**config.mk**
```make
export PLATFORM = sky130hd
export DESIGN_NAME = neuron_update_sequencer_flat
export DESIGN_NICKNAME = d
export VERILOG_FILES = /design/src/rtl/neuron_update_sequencer_if.sv /design/src/rtl/neuron_update_sequencer.sv /design/src/flat_wrapper.sv
export SDC_FILE = /design/constraint.sdc
export NUM_CORES = 1
export LEC_CHECK = 0
export ABC_AREA = 1
export CAP_MARGIN = 30
export CORE_UTILIZATION = 54
export CTS_CLUSTER_SIZE = 30
export DETAILED_ROUTE_END_ITERATION = 6
export PLACE_DENSITY = 0.85
export SLEW_MARGIN = 15
export SYNTH_ARGS = -nofsm -noshare
export SYNTH_HDL_FRONTEND = slang
export SYNTH_SLANG_ARGS = --single-unit
```
**constraint.sdc**
```tcl
create_clock -name clk -period 6.6 [get_ports clk]
set_clock_uncertainty 0.2 [all_clocks]
set_input_delay 0.66 -clock clk [delete_from_list [all_inputs] [get_ports clk]]
set_output_delay 0.66 -clock clk [all_outputs]
set_load 0.02 [all_outputs]
```
**src/rtl/neuron_update_sequencer_if.sv**
```systemverilog
`default_nettype none
// ============================================================================
// Module      : neuron_update_sequencer_if
// Description : Control/data bundle between the layer current source, the
//               neuron update sequencer and the spike output bus.
// Revision    : 1.0 - initial release
// ============================================================================
interface neuron_update_sequencer_if #(
  parameter int NEURONS = 4,
  parameter int WIDTH   = 8
);
  logic                       start;
  logic [NEURONS*WIDTH-1:0]   in_current;
  logic [WIDTH-2:0]           leak;
  logic [WIDTH-1:0]           threshold;
  logic                       busy;
  logic                       done;
  logic [NEURONS-1:0]         spikes;
  logic [NEURONS*WIDTH-1:0]   potentials;

  // Requester side: drives the timestep kick and its operands.
  modport master (
    output start, in_current, leak, threshold,
    input  busy, done, spikes, potentials
  );

  // Sequencer side.
  modport slave (
    input  start, in_current, leak, threshold,
    output busy, done, spikes, potentials
  );
endinterface
`default_nettype wire

```
**src/rtl/neuron_update_sequencer.sv**
```systemverilog
`default_nettype none
// ============================================================================
// Module      : neuron_update_sequencer
// Description : Time-multiplexed integrate-and-fire membrane update engine.
//               One signed saturating adder is shared across all neurons:
//               per neuron, add input current, subtract leak, then compare
//               against threshold and fire/reset.
// Revision    : 1.0 - initial release
// ============================================================================
module neuron_update_sequencer #(
  parameter int NEURONS = 4,
  parameter int WIDTH   = 8
) (
  input  wire                         clk,
  input  wire                         reset,
  neuron_update_sequencer_if.slave    bus
);

  localparam int IDX_W = (NEURONS > 1) ? $clog2(NEURONS) : 1;

  localparam logic signed [WIDTH-1:0] c_max = {1'b0, {(WIDTH-1){1'b1}}};
  localparam logic signed [WIDTH-1:0] c_min = {1'b1, {(WIDTH-1){1'b0}}};
  localparam logic [IDX_W-1:0]        c_last_idx = IDX_W'(NEURONS - 1);

  typedef enum logic [1:0] {
    S_IDLE  = 2'd0,
    S_INPUT = 2'd1,
    S_LEAK  = 2'd2,
    S_DONE  = 2'd3
  } state_t;

  state_t                   r_state;
  logic [IDX_W-1:0]         r_idx;
  logic signed [WIDTH-1:0]  r_pot [NEURONS];
  logic signed [WIDTH-1:0]  r_cur [NEURONS];
  logic [WIDTH-2:0]         r_leak;
  logic signed [WIDTH-1:0]  r_thr;
  logic signed [WIDTH-1:0]  r_temp;
  logic [NEURONS-1:0]       r_shadow;
  logic [NEURONS-1:0]       r_spikes;
  logic                     r_busy;
  logic                     r_done;

  logic signed [WIDTH-1:0]  w_add_a;
  logic signed [WIDTH-1:0]  w_add_b;
  logic signed [WIDTH-1:0]  w_sum;
  logic signed [WIDTH-1:0]  w_neg_leak;
  logic                     w_fire;
  logic [NEURONS-1:0]       w_shadow_next;

  // Two's-complement add that clamps on same-sign overflow.
  function automatic logic signed [WIDTH-1:0] sat_add(
    input logic signed [WIDTH-1:0] a,
    input logic signed [WIDTH-1:0] b
  );
    logic signed [WIDTH-1:0] s;
    s = a + b;
    if ((a[WIDTH-1] == b[WIDTH-1]) && (s[WIDTH-1] != a[WIDTH-1]))
      return a[WIDTH-1] ? c_min : c_max;
    return s;
  endfunction

  // Leak is at most MAX, so its negation always fits.
  assign w_neg_leak = WIDTH'(0) - WIDTH'({1'b0, r_leak});

  // Operand mux for the single shared adder: current in INPUT, leak otherwise.
  always_comb begin
    w_add_a = r_temp;
    w_add_b = w_neg_leak;
    if (r_state == S_INPUT) begin
      w_add_a = r_pot[r_idx];
      w_add_b = r_cur[r_idx];
    end
  end

  assign w_sum  = sat_add(w_add_a, w_add_b);
  assign w_fire = (w_sum >= r_thr);

  // Shadow spike vector including the neuron being resolved this cycle.
  always_comb begin
    w_shadow_next        = r_shadow;
    w_shadow_next[r_idx] = w_fire;
  end

  // Sequencer FSM with registered outputs. The public spike vector is
  // published on the edge entering DONE so it is valid alongside the pulse.
  always_ff @(posedge clk or posedge reset) begin
    if (reset) begin
      r_state  <= S_IDLE;
      r_idx    <= '0;
      r_leak   <= '0;
      r_thr    <= '0;
      r_temp   <= '0;
      r_shadow <= '0;
      r_spikes <= '0;
      r_busy   <= 1'b0;
      r_done   <= 1'b0;
      for (int i = 0; i < NEURONS; i++) begin
        r_pot[i] <= '0;
        r_cur[i] <= '0;
      end
    end else begin
      r_done <= 1'b0;
      case (r_state)
        S_IDLE: begin
          if (bus.start) begin
            for (int i = 0; i < NEURONS; i++)
              r_cur[i] <= bus.in_current[i*WIDTH +: WIDTH];
            r_leak  <= bus.leak;
            r_thr   <= bus.threshold;
            r_idx   <= '0;
            r_busy  <= 1'b1;
            r_state <= S_INPUT;
          end
        end
        S_INPUT: begin
          r_temp  <= w_sum;
          r_state <= S_LEAK;
        end
        S_LEAK: begin
          r_shadow     <= w_shadow_next;
          r_pot[r_idx] <= w_fire ? '0 : w_sum;
          if (r_idx == c_last_idx) begin
            r_busy   <= 1'b0;
            r_done   <= 1'b1;
            r_spikes <= w_shadow_next;
            r_state  <= S_DONE;
          end else begin
            r_idx   <= r_idx + IDX_W'(1);
            r_state <= S_INPUT;
          end
        end
        S_DONE: begin
          r_state <= S_IDLE;
        end
        default: begin
          r_state <= S_IDLE;
        end
      endcase
    end
  end

  assign bus.busy   = r_busy;
  assign bus.done   = r_done;
  assign bus.spikes = r_spikes;

  generate
    for (genvar gi = 0; gi < NEURONS; gi++) begin : g_pack
      assign bus.potentials[gi*WIDTH +: WIDTH] = r_pot[gi];
    end
  endgenerate

endmodule
`default_nettype wire

```
**src/flat_wrapper.sv**
```systemverilog
// flat-port wrapper written by rule: the top's interface ports become plain ports
module neuron_update_sequencer_flat 
#(
  parameter int NEURONS = 4,
  parameter int WIDTH   = 8
)
  (clk, reset, bus_start, bus_in_current, bus_leak, bus_threshold, bus_busy, bus_done, bus_spikes, bus_potentials);
  neuron_update_sequencer_if #(.NEURONS(NEURONS), .WIDTH(WIDTH)) bus_i ();
  input  wire clk;
  input  wire reset;
  input wire logic [$bits(bus_i.start)-1:0] bus_start;
  input wire logic [$bits(bus_i.in_current)-1:0] bus_in_current;
  input wire logic [$bits(bus_i.leak)-1:0] bus_leak;
  input wire logic [$bits(bus_i.threshold)-1:0] bus_threshold;
  output wire logic [$bits(bus_i.busy)-1:0] bus_busy;
  output wire logic [$bits(bus_i.done)-1:0] bus_done;
  output wire logic [$bits(bus_i.spikes)-1:0] bus_spikes;
  output wire logic [$bits(bus_i.potentials)-1:0] bus_potentials;
  assign bus_i.start = bus_start;
  assign bus_i.in_current = bus_in_current;
  assign bus_i.leak = bus_leak;
  assign bus_i.threshold = bus_threshold;
  assign bus_busy = bus_i.busy;
  assign bus_done = bus_i.done;
  assign bus_spikes = bus_i.spikes;
  assign bus_potentials = bus_i.potentials;
  neuron_update_sequencer #(.NEURONS(NEURONS), .WIDTH(WIDTH)) u_core (.clk(clk), .reset(reset), .bus(bus_i));
endmodule
```
==> results.ini, run 1 <==
[outcome]
run_status = finished, final reports clean

[route]
detail_route.wirelength.met1_mm = 5.37
wl_met3_um = 858
drt_pre_antenna_iters = 5
drtIter0Drc = 439
finalWirelength_mm = 13.2
route.met2.wl_mm = 6.48
wl_per_cell_um = 16.1
top_signal_layer_used = met4
ant_nets = 0
post-route-drc-count = 0
viasPerCell = 5.68
num_vias = 4664

[timing]
tightestPinTransition_ns = 0.752
finalMaxSlewViolations = 0
fin_crit_ns = 5.41
max_freq_ghz = 0.185
min_period_over_period = 0.820
grt_setup_unrepaired = false
slew-limit-headroom = 0.499
finalSetupTns_ns = 0
setup-violations-final = 0
hold_viol_final = 0
setup_ws_ns = 1.19

[worst_setup_path]
path_common_cell = nand2_1
crit_path_buffers_inverters = 4
critPathSlowestCell = fa_1
cp-end-kind = flip-flop
slowest_delay_ns = 0.55
timing.setup.critical_path_class = reg -> reg
worstPathMaxFanout = 36
timing.critical_path.required_ns = 6.70
worst_setup_path_start_kind = flip-flop
crit_family = simple AND/OR/NAND/NOR gates
worst_ep_arrival_time_ns = 5.51

[cells_and_area]
area_growth_pct = 22.3
n_antenna_cell = 0
final_layout_size_suffix_gt1_frac = 0.120
fin_nets = 759

[logic_synthesis]
synth_compound_area_frac = 0.104
synthCells = 608
yosys.area_share.xor_xnor = 0.0117
combinational_family_with_the_most_area_after_synthesis = simple AND/OR/NAND/NOR gates
synthesis.yosys.warnings = 0
synthesis.area_per_instance_sq_um = 8.60
synthAdderAreaFrac = 0.0555
yosys_register_bits = 100
yosys.cell_types.count = 30
mappedNetlistNets = 680
post_synth_and_or_nand_nor_area_fraction = 0.218
synth_mux_area_frac = 0.0646
post_synth_instance_area_sq_um = 5230
seq_area_frac_synth = 0.479

[die]
core-area_sq_um = 9330
boundaryPins = 88
core.rowCount = 35
die_area_sq_um = 10100
initial_core_util = 0.560
chipWidth_um = 100
fp.dieH_um = 100

[clocking]
clock_tree_from_tritoncts = yes
postCtsHoldBufs = 0
clock-sinks = 100
clk_transition_reported_paths_ns = 0.10
ctsHtreeMaxLevel = 3
clock_tree.buffer_depth = 2
clock_latency_ns = 0.38
post_cts.repair.setup_buffers = 0
cts_made_buffers = 9
post_cts_resized = 0
cts_root_buffer = clkbuf_8

[global_route]
antenna_found_initial = 0
global_route_wire_length_before_repair_mm = 21.6
gr-total-overflow = 0
grt_use_total = 0.281
grt_max_degree = 66
grt_pass1_vias = 4590

[hold_path]
holdCritPathClass = reg -> reg

[placed_design]
placement.io_buffers = 87
place_ws_ns = 1.33
place_congestion = 0.948
detailedPlacementHpwl_mm = 9.72

[flow_run]
maxCapViolations = 0

-- layout make-up --
class,instances,area (sq um)
well taps,129,161
clock buffers,9,124
clock inverters,7,75.1
multi-input cells,419,2380
fillers,747,2930
inverters,65,245
repair buffers,92,908
flip-flops and latches,100,2500
-- cell usage in the layout, fill, tap and decap left out, types with 13 or more instances in the layout --
cell type        netlist  final
mux2_2                30     30
nor2_1                64     64
nand3_1               14     13
inv_1                 54     53
ha_1                  20     20
o21ai_0               38     38
a21oi_1               38     38
nand4_1               27     27
dfrtp_1              100    100
nand2_1              133    133
clkdlybuf4s50_1        0     87
-- sequential cells by signal (all words and copies together) (netlist names) --
name                   flops
u_core.bus.potentials     32
u_core.r_leak              7
u_core.bus.spikes          4
u_core.r_idx               2
u_core.r_state             2
u_core.r_shadow            3
u_core.r_temp              8
u_core.bus.done            1
u_core.r_cur              32
u_core.bus.busy            1
u_core.r_thr               8
-- path summary, 6_finish.rpt --
kind | startpoint | to | slack, ns | cells past startpoint
hold / removal | u_core.bus.spikes[1] | u_core.bus.spikes[1] | 0.29 | 2
max in group asynchronous | reset | u_core.r_temp[5] | 4.51 | 3
setup reg to reg | u_core.r_idx[0] | u_core.bus.potentials[7] | 1.19 | 29
min in group asynchronous | reset | u_core.r_cur[24] | 0.49 | 2
setup / recovery | u_core.r_idx[0] | u_core.bus.potentials[7] | 1.19 | 29
hold reg to reg | u_core.bus.spikes[1] | u_core.bus.spikes[1] | 0.29 | 2
-- cells by family after synthesis --
group / after synthesis
DFF: 100
muxes: 30
buffers and inverters: 89
AOI/OAI and AO/OA: 101
xor gates and xnor gates: 7
adders and majority gates: 22
and+or+nand+nor: 259
-- worst reg2reg max path: cells and delay by family (launching register included) --
family,cells,cell delay (ns)
simple gates,16,1.69
fa+ha+maj,3,1.28
buf+inv,4,0.97
compound gates,6,0.87
flops,1,0.34
-- Yosys cell counts, drive strengths merged --
library cell | count | area share
o22ai | 5 | 0.0060
o221ai | 1 | 0.0017
nand3 | 16 | 0.020
a21oi | 38 | 0.036
xor2 | 6 | 0.010
nor3 | 3 | 0.0038
mux2 | 30 | 0.065
inv | 65 | 0.047
fa | 2 | 0.0077
clkbuf | 7 | 0.0050
o21ai | 48 | 0.046
a31oi | 5 | 0.0060
buf | 17 | 0.016
xnor2 | 1 | 0.0017
nand3b | 1 | 0.0014
a221o | 3 | 0.0057
nand2 | 143 | 0.11
dfrtp | 100 | 0.48
nand4 | 27 | 0.032
ha | 20 | 0.048
o221a | 1 | 0.0022
nor2 | 69 | 0.053
-- routing by layer --
layer | up-vias | GRT usage
li1 | 2155 | -
met1 | 2233 | 0.343
met2 | 231 | 0.476
met3 | 45 | 0.0522
met4 | 0 | 0.145
met5 | - | 0
-- through the flow --
step / instances / area [sq um] / utilization / hold WS, ns
after floorplan: 608 / 5230 / - / 0.253
after global placement: 805 / 6190 / 0.664 / 0.254
after detailed placement: 805 / 6190 / 0.664 / 0.265
after CTS: 821 / 6390 / 0.685 / 0.292
after global routing: 821 / 6390 / 0.685 / 0.327
final: 821 / 6390 / 0.685 / 0.291
Power of run 1 is not shown: default switching activity piles up to over one toggle a cycle in this logic, so the estimate is an artifact.
==> inputs of run 2 (changes only) <==
- CORE_UTILIZATION: 54 -> 48
- PLACE_DENSITY: 0.85 -> 0.8
- clock period: 6.6 -> 4.97 ns (I/O delays scaled with it)
==> run 2 against run 1 <==
Net effect:
- utilization is 0.13 points lower
- highest routed layer unchanged
- cell count is 5.8% higher
- largest cell class is now multi-input combinational cells
- final area is 12% higher
- register-to-register slack worse by 1.2 ns
==> results.ini, run 2 (synthesized netlist as in run 1, its figures left out) <==
[route]
drt_pre_antenna_iters = 5  ; unchanged
drtIter0Drc = 360  ; -18%
viasPerCell = 5.76  ; +1.4%
ant_nets = 0  ; unchanged
finalWirelength_mm = 15.8  ; +20%
num_vias = 5007  ; +7.4%
post-route-drc-count = 0  ; unchanged
wl_per_cell_um = 18.1  ; +13%

[clocking]
clock_latency_ns = 0.37  ; about the same
ctsHtreeMaxLevel = 3  ; unchanged
postCtsHoldBufs = 0  ; unchanged
cts_made_buffers = 9  ; unchanged
clock_tree_from_tritoncts = yes
clk_transition_reported_paths_ns = 0.10  ; about the same
cts_root_buffer = clkbuf_8
clock_tree.buffer_depth = 2  ; unchanged
clock-sinks = 100  ; unchanged

[worst_setup_path]
cp-end-kind = flip-flop
worstReg2RegEnd = u_core.bus.potentials[14]
crit_family = simple AND/OR/NAND/NOR gates
crit_path_buffers_inverters = 6  ; +2
r2r_start = u_core.r_idx[0]
worst_setup_path_start_kind = flip-flop
crit_cells = 28  ; -3.4%
timing.setup.critical_path_class = reg -> reg
critPathSlowestCell = dfrtp_2
reg2regPathDepth = 28  ; -3.4%
worst_ep_arrival_time_ns = 5.08  ; -0.43 ns
slowest_delay_ns = 0.52  ; -0.03 ns
worstPathMaxFanout = 7  ; -81%
worst_reg2reg_setup_slack_ns = 0.006  ; -1.18 ns
timing.critical_path.required_ns = 5.08  ; -1.62 ns

[placed_design]
place_congestion = 0.975  ; +2.8%
placement.io_buffers = 87  ; unchanged
detailedPlacementHpwl_mm = 9.99  ; +2.7%
place_area_sq_um = 6230  ; +0.63%

[global_route]
grt_max_degree = 56  ; -15%
grt_pass1_vias = 4614  ; +0.52%
antenna_found_initial = 0  ; unchanged
grt_use_total = 0.254  ; -0.0273
gr-total-overflow = 0  ; unchanged
global_route_wire_length_before_repair_mm = 22.3  ; +3.0%

[die]
boundaryPins = 88  ; unchanged
initial_core_util = 0.500  ; -0.0608
fp.dieH_um = 106  ; +5.9%
core.rowCount = 37  ; +5.7%
die_area_sq_um = 11300  ; +12%
chipWidth_um = 106  ; +5.9%
core-area_sq_um = 10500  ; +12%

[timing]
hold_viol_final = 0  ; unchanged
slew-limit-headroom = 0.460  ; -0.0392
tightestPinTransition_ns = 0.811  ; +0.0588 ns
grt_setup_unrepaired = true
max_freq_ghz = 0.201  ; +9.0%
fin_crit_ns = 4.96  ; -0.448 ns
setup-violations-final = 0  ; unchanged
min_period_over_period = 0.999  ; +0.179
finalMaxSlewViolations = 0  ; unchanged

[cells_and_area]
sequential_cell_area_sq_um = 2500  ; about the same
n_antenna_cell = 0  ; unchanged
num-fill-cells = 802  ; +7.4%
fin_nets = 800  ; +5.4%
multi_input_comb_area_sq_um = 2670  ; +12%
final_layout_size_suffix_gt1_frac = 0.231  ; +0.111
area_growth_pct = 37.0
layout.cells.most_common = nand2_1
postLayoutCoreUtil = 0.684  ; -0.00128
design_area_sq_um = 7160  ; +12%
final_cell_mix = nand2_1 (120), dfrtp_1 (99), clkdlybuf4s50_1 (87), nor2_1 (58), inv_1 (48)

[hold_path]
holdCritStartpoint = u_core.bus.busy
worst_hold_path.endpoint = u_core.bus.busy
hold_depth = 2  ; unchanged
holdCritPathClass = reg -> reg

[flow_run]
maxCapViolations = 0  ; unchanged

[outcome]
run_status = finished, final reports clean

run 2: how the worst max path moves through the flow:
stage,start,endpoint,slack [ns]
4_1_cts,u_core.r_idx[1],u_core.bus.potentials[14],0.01
5_1_grt,u_core.r_idx[0],u_core.bus.potentials[18],-0.18
2_1_floorplan,u_core.r_idx[1],u_core.bus.potentials[3],0.43
6_report,u_core.r_idx[0],u_core.bus.potentials[14],0.006
3_3_place_gp,u_core.r_idx[0],u_core.bus.potentials[27],0.12
3_5_place_dp,u_core.r_idx[0],u_core.bus.potentials[14],-0.04
run 2: what timing repair did:
action	4_1_cts	5_1_grt
gates cloned	0	6
pin swaps	0	31
resized for setup	3	106
buffers inserted	0	31
endpoints found under the setup margin	30	39
run 2: final cells by class:
type | count | share of cell area
clock buffers | 11 | 0.0198
repair buffers | 132 | 0.190
inverters | 65 | 0.0371
clock inverters | 5 | 0.00507
flip-flops and latches | 100 | 0.350
well taps | 136 | 0.0238
multi-input cells | 419 | 0.373
repair inverters | 1 | 0.00227
run 2: worst reg2reg max path: cells and delay by family (launching register included):
kind	cells	cell delay [ns]
and+or+nand+nor	15	1.67
adders and majority gates	3	1.03
buffers and inverters	6	0.82
AOI/OAI and AO/OA	4	0.67
DFF	1	0.52
run 2: metal layers:
metal	wire length, um	vias to the layer above	global-route usage
li1	-	2250	-
met1	5990	2405	0.313
met2	7750	282	0.431
met3	1360	70	0.0454
met4	674	0	0.116
met5	0	-	0
run 2: metrics by stage:
stage	instances	TNS, ns	hold slack, ns	setup slack (ns)
floorplan	608	0	0.253	0.429
global placement	816	0	0.255	0.120
detailed placement	816	-0.111	0.266	-0.0354
CTS	832	0	0.291	0.0133
global route	869	-3.76	0.311	-0.184
finish	869	0	0.286	0.00617
Power of run 2 is left out for the same reason.
==> inputs of run 3 (changes only) <==
--- a/config.mk
+++ b/config.mk
@@ -9,5 +9,4 @@
 export CAP_MARGIN = 30
 export CORE_UTILIZATION = 48
-export CTS_CLUSTER_SIZE = 30
 export DETAILED_ROUTE_END_ITERATION = 6
 export PLACE_DENSITY = 0.8
--- a/constraint.sdc
+++ b/constraint.sdc
@@ -3,3 +3,3 @@
 set_input_delay 0.497 -clock clk [delete_from_list [all_inputs] [get_ports clk]]
 set_output_delay 0.497 -clock clk [all_outputs]
-set_load 0.02 [all_outputs]
+set_load 0.1 [all_outputs]
==> results of run 3 <==
Same layout as run 2 (identical final DEF). Status: finished, final reports clean.
Power of run 3 is left out for the same reason.
